File: config.mk
export PLATFORM = sky130hd
export DESIGN_NAME = alu_result_stage
export DESIGN_NICKNAME = d
export VERILOG_FILES = /design/src/rtl/alu_pkg.sv /design/src/rtl/skid_buffer.sv /design/src/rtl/alu_result_stage.sv
export SDC_FILE = /design/constraint.sdc
export NUM_CORES = 1
export LEC_CHECK = 0
export CAP_MARGIN = 20
export CORE_MARGIN = 4
export CORE_UTILIZATION = 40
export DETAILED_ROUTE_END_ITERATION = 16
export PLACE_DENSITY = 0.77
export SLEW_MARGIN = 20
export SYNTH_ARGS = -nofsm -noshare
export SYNTH_HDL_FRONTEND = slang
export SYNTH_SLANG_ARGS = --single-unit
File: constraint.sdc
create_clock -name clk -period 3.79 [get_ports clk]
set_input_delay 1.137 -clock clk [delete_from_list [all_inputs] [get_ports clk]]
set_output_delay 1.137 -clock clk [all_outputs]
set_load 0.05 [all_outputs]
File: src/rtl/alu_pkg.sv
`default_nettype none
// ============================================================================
// alu_pkg : ALU function codes and the result-stage entry layout
// Revision: 1.0
// ============================================================================
package alu_pkg;

   localparam int FN_ADD        = 0;
   localparam int FN_SUB        = 1;
   localparam int FN_AND        = 2;
   localparam int FN_OR         = 3;
   localparam int FN_XOR        = 4;
   localparam int FN_NOT        = 5;
   localparam int FN_NAND       = 6;
   localparam int FN_NOR        = 7;
   localparam int FN_XNOR       = 8;
   localparam int FN_LAST_LEGAL = 8;

   localparam int ALU_DATA_W = 64;
   localparam int ALU_TAG_W  = 5;

   typedef struct packed {
      logic [ALU_DATA_W-1:0] result;
      logic [ALU_TAG_W-1:0]  rd;
      logic                  zero;
      logic                  overflow;
      logic                  cout;
      logic                  illegal;
   } alu_res_t;

endpackage
`default_nettype wire

File: src/rtl/skid_buffer.sv
`default_nettype none
// ============================================================================
// skid_buffer : 2-entry in-order valid/ready buffer, in_ready from state only
// Revision: 1.0
// ============================================================================
module skid_buffer #(
   parameter int WIDTH = 8
) (
   input  logic             clk,
   input  logic             rst,
   input  logic             in_valid_i,
   output logic             in_ready_o,
   input  logic [WIDTH-1:0] in_data_i,
   output logic             out_valid_o,
   input  logic             out_ready_i,
   output logic [WIDTH-1:0] out_data_o
);

   logic             main_valid_q, main_valid_d;
   logic             skid_valid_q, skid_valid_d;
   logic [WIDTH-1:0] main_data_q, main_data_d;
   logic [WIDTH-1:0] skid_data_q, skid_data_d;
   logic             accept;
   logic             fire;

   assign in_ready_o  = !skid_valid_q && !rst;
   assign out_valid_o = main_valid_q;
   assign out_data_o  = main_data_q;
   assign accept      = in_valid_i && in_ready_o;
   assign fire        = main_valid_q && out_ready_i;

   always_comb begin
      main_valid_d = main_valid_q;
      skid_valid_d = skid_valid_q;
      main_data_d  = main_data_q;
      skid_data_d  = skid_data_q;
      if (skid_valid_q) begin
         // Full: only a drain can make progress; the skid entry is older than anything upstream.
         if (fire) begin
            main_data_d  = skid_data_q;
            skid_valid_d = 1'b0;
         end
      end else if (!main_valid_q || fire) begin
         main_valid_d = accept;
         if (accept) begin
            main_data_d = in_data_i;
         end
      end else if (accept) begin
         skid_data_d  = in_data_i;
         skid_valid_d = 1'b1;
      end
   end

   always_ff @(posedge clk) begin
      if (rst) begin
         main_valid_q <= 1'b0;
         skid_valid_q <= 1'b0;
         main_data_q  <= '0;
         skid_data_q  <= '0;
      end else begin
         main_valid_q <= main_valid_d;
         skid_valid_q <= skid_valid_d;
         main_data_q  <= main_data_d;
         skid_data_q  <= skid_data_d;
      end
   end

endmodule
`default_nettype wire

File: src/rtl/alu_result_stage.sv
`default_nettype none
// ============================================================================
// alu_result_stage : execute-to-writeback register with flags, sticky V, op count
// Revision: 1.0
// ============================================================================
module alu_result_stage
   import alu_pkg::*;
#(
   parameter int DATA_W = 64,
   parameter int FN_W   = 5,
   parameter int TAG_W  = 5,
   parameter int CNT_W  = 32
) (
   input  logic              clk,
   input  logic              rst,
   input  logic              in_valid,
   output logic              in_ready,
   input  logic [DATA_W-1:0] in_result,
   input  logic              in_zero,
   input  logic              in_overflow,
   input  logic              in_cout,
   input  logic [FN_W-1:0]   in_fn,
   input  logic [TAG_W-1:0]  in_rd,
   output logic              out_valid,
   input  logic              out_ready,
   output logic [DATA_W-1:0] out_result,
   output logic [TAG_W-1:0]  out_rd,
   output logic              out_zero,
   output logic              out_overflow,
   output logic              out_cout,
   output logic              out_illegal,
   output logic              flag_z,
   output logic              flag_v,
   output logic              flag_c,
   output logic              sticky_v,
   input  logic              sticky_clr,
   output logic [CNT_W-1:0]  op_count
);

   localparam int PAY_W = DATA_W + TAG_W + 4;

   logic             accept;
   logic             illegal;
   logic             arith;
   logic [PAY_W-1:0] in_pay;
   logic [PAY_W-1:0] out_pay;

   logic             flag_z_q, flag_z_d;
   logic             flag_v_q, flag_v_d;
   logic             flag_c_q, flag_c_d;
   logic             sticky_q, sticky_d;
   logic [CNT_W-1:0] cnt_q, cnt_d;

   assign illegal = in_fn > FN_W'(FN_LAST_LEGAL);
   assign arith   = in_fn <= FN_W'(FN_SUB);
   assign accept  = in_valid && in_ready;
   assign in_pay  = {in_result, in_rd, in_zero, in_overflow, in_cout, illegal};

   skid_buffer #(
      .WIDTH (PAY_W)
   ) u_skid (
      .clk         (clk),
      .rst         (rst),
      .in_valid_i  (in_valid),
      .in_ready_o  (in_ready),
      .in_data_i   (in_pay),
      .out_valid_o (out_valid),
      .out_ready_i (out_ready),
      .out_data_o  (out_pay)
   );

   assign {out_result, out_rd, out_zero, out_overflow, out_cout, out_illegal} = out_pay;

   always_comb begin
      flag_z_d = flag_z_q;
      flag_v_d = flag_v_q;
      flag_c_d = flag_c_q;
      sticky_d = sticky_q;
      cnt_d    = cnt_q + CNT_W'(accept);
      if (accept && arith) begin
         flag_z_d = in_zero;
         flag_v_d = in_overflow;
         flag_c_d = in_cout;
      end else if (accept && !illegal) begin
         flag_z_d = in_zero;
      end
      // Set takes priority over a simultaneous clear.
      if (sticky_clr) begin
         sticky_d = 1'b0;
      end
      if (accept && arith && in_overflow) begin
         sticky_d = 1'b1;
      end
   end

   always_ff @(posedge clk) begin
      if (rst) begin
         flag_z_q <= 1'b0;
         flag_v_q <= 1'b0;
         flag_c_q <= 1'b0;
         sticky_q <= 1'b0;
         cnt_q    <= '0;
      end else begin
         flag_z_q <= flag_z_d;
         flag_v_q <= flag_v_d;
         flag_c_q <= flag_c_d;
         sticky_q <= sticky_d;
         cnt_q    <= cnt_d;
      end
   end

   assign flag_z   = flag_z_q;
   assign flag_v   = flag_v_q;
   assign flag_c   = flag_c_q;
   assign sticky_v = sticky_q;
   assign op_count = cnt_q;

endmodule
`default_nettype wire

==> metrics <==
Power per Cell Area 476 nW/um2; GP Congestion 0.838; clock latency on the worst-skew pair 0.42 ns; drt first pass iters 6; diode count 0; CP required 4.13 ns; vias in the first global route 6108; Core Region 18100 um2; CP startpoint kind primary input; Area contributors post-synth dfxtp_1 (50%), mux2i_1 (9.9%), nand2_1 (7.9%), a211oi_1 (7.5%), a21oi_1 (6.5%); count leader, synth dfxtp_1; placed cells 1219; number of synthesized flops with an enable pin 0; most used routing layer met2; final setup skew 0.00940 ns; Yosys top cell by area dfxtp_1; status finished clean; Area Growth Syn to Fin 36.4%; Avg Synthesized Cell Area 8.70 um2; sequential area share after synthesis 49.7%; Fmax 298 MHz; Synth top area share 49.7%; met3 Usage GRT 4.56%; CTS Buf Count 17; port buffer count 192; postcts setup bufs 0; max_slew headroom 28.3%; max cap viols 0; CTS root buffer clkbuf_16; Synth Flop Type dfxtp_1; H-tree Lvls 4; Yosys reg bits 184; first-pass GRT wire length 30800 um; mapped cell area 7410 um2; CP max FO 15; die area 20800 um2; GRT Residual Overflow 0; Synth Net Count 937; detailed placement HPWL 12800 um; largest net degree at the start of global routing 109; Min Clock Period, post-route 3.35 ns; Lkg Pwr 3.27 nW; VDD IR max 316 uV; CP endpoint kind flip-flop; Tot GR Track Use 18.2%; Reg clk slew, reported paths 0.07 ns; arrival time at the worst endpoint 3.69 ns; CTS sink cnt 184; TritonCTS clock tree done; RSZ-0062 raised after global routing no; routed len/inst 15.4 um; Final Cycle Share 88.5%; Post-DRT Antenna Nets 0; Post-CTS Resized 0; DR vias 6462; DRT iter0 DRCs 296; WHS 0.454 ns; share of cells above drive strength 1 5.29%; Hold Fails Final Rpt 0; Post-Syn Instances 852; final net count 1094; ys async rst share 0%; Fin Setup TNS 0 ns; clk buf depth 2; met1 Resource Use GR 23.7%; setup slack at placement 0.0703 ns; fin. max-slew vios 0; Std-Cell Rows 49; Non-Filler Instances 1250; GR Util met2 29.5%; Hold Path Class reg -> reg; synth unique cells 34; Final setup viols 0; drt drc 0; CTS hold repair buffers 0; Die H 144 um; Syn. warnings 0; I/O pin count 193; drt total wl 19200 um; initial antenna violation count 0; Starting Density 41.0%; chip width 144 um; Final WS setup 0.437 ns; post-DR vias/cell 5.17; Synth top cells by count dfxtp_1 (184), nand2_1 (157), a21oi_1 (97); Setup CP Type in -> reg; slew of the pin with the lowest slew margin 1.08 ns
-- report_power, final --
| group | switching, W | leakage [nW] | internal [W] |
|---|---|---|---|
| combinational | 0.000535 | 1.48 | 0.000325 |
| sequential | 0.0000634 | 1.50 | 0.00203 |
| clock | 0.000789 | 0.296 | 0.00108 |
| total | 0.00139 | 3.27 | 0.00343 |
-- registers in the layout, summed over array words and instances (netlist names) --
register,flops
u_skid.out_valid_o,1
flag_v,1
u_skid.skid_valid_q,1
u_skid.skid_data_q,73
flag_c,1
u_skid.out_data_o,73
sticky_v,1
flag_z,1
op_count,32
-- stage by stage --
| stage | instance area [um2] | power [W] | util (%) |
|---|---|---|---|
| 2_1_floorplan | 7410 | 0.00267 | - |
| 3_3_place_gp | 9500 | 0.00299 | 52.5 |
| 3_5_place_dp | 9500 | 0.00300 | 52.5 |
| 4_1_cts | 10100 | 0.00487 | 55.9 |
| 5_1_grt | 10100 | 0.00501 | 55.9 |
| 6_report | 10100 | 0.00482 | 55.9 |
-- final timing paths --
path / startpoint / cells past startpoint / to / slack (ns)
setup / recovery: in_valid / 8 / op_count[20] / 0.44
setup reg to reg: u_skid.skid_valid_q / 7 / op_count[20] / 1.03
hold reg to reg: u_skid.skid_data_q[38] / 2 / u_skid.skid_data_q[38] / 0.45
hold / removal: u_skid.skid_data_q[38] / 2 / u_skid.skid_data_q[38] / 0.45
-- logic make-up (layout without fill, tap and decap cells) --
| group | Yosys count | after routing | share of synthesized area [%] |
|---|---|---|---|
| compound gates | 194 | 194 | 16.2 |
| xor+xnor | 11 | 11 | 1.30 |
| fa+ha+maj | 3 | 3 | 0.506 |
| buf+inv | 73 | 242 | 3.95 |
| flops | 184 | 184 | 49.7 |
| mux | 73 | 73 | 9.85 |
| simple gates | 314 | 314 | 18.5 |
-- layer usage --
| layer | routed length [um] | share of wire [%] |
|---|---|---|
| met1 | 8630 | 45 |
| met2 | 9110 | 47 |
| met3 | 1070 | 5.6 |
| met4 | 383 | 2.0 |
| met5 | 0 | 0 |
-- cells in the final DEF (no fill, tap or decap), types with 2 or more instances in the layout --
cell	Yosys	routed
clkdlybuf4s50_1	0	190
dfxtp_1	184	183
nand2_1	157	157
a21oi_1	97	97
nor2_1	87	87
a211oi_1	74	74
mux2i_1	73	73
clkbuf_16	0	17
o31ai_1	14	14
or4_1	14	14
nand3_1	14	13
buf_4	0	12
or3_1	9	9
xnor2_1	9	9
nand4_1	7	7
nand2b_1	6	6
inv_1	6	6
o21ai_0	6	6
nor4_1	5	5
nor3_1	5	4
inv_6	0	4
ha_1	3	3
inv_8	0	3
bufinv_16	0	3
clkinvlp_4	0	3
and4_1	2	2
xor2_1	2	2
nor2b_1	2	2
buf_12	0	2
-- critical path: stages --
cell             delay (ns)
clkdlybuf4s50_1        0.50
nor3b_2                0.23
ha_1                   0.23
ha_1                   0.20
nand2_1                0.11
or3_1                  0.59
or4_1                  0.56
a21oi_1                0.14
-- layout make-up --
class,count,area [um2]
well taps,229,287
inverters,6,22.5
flip-flops and latches,184,3690
clock buffers,18,439
repair buffers,205,2040
multi-input cells,595,3460
clock inverters,13,181
fillers,1610,7970
(Power assumes the default switching activity.)
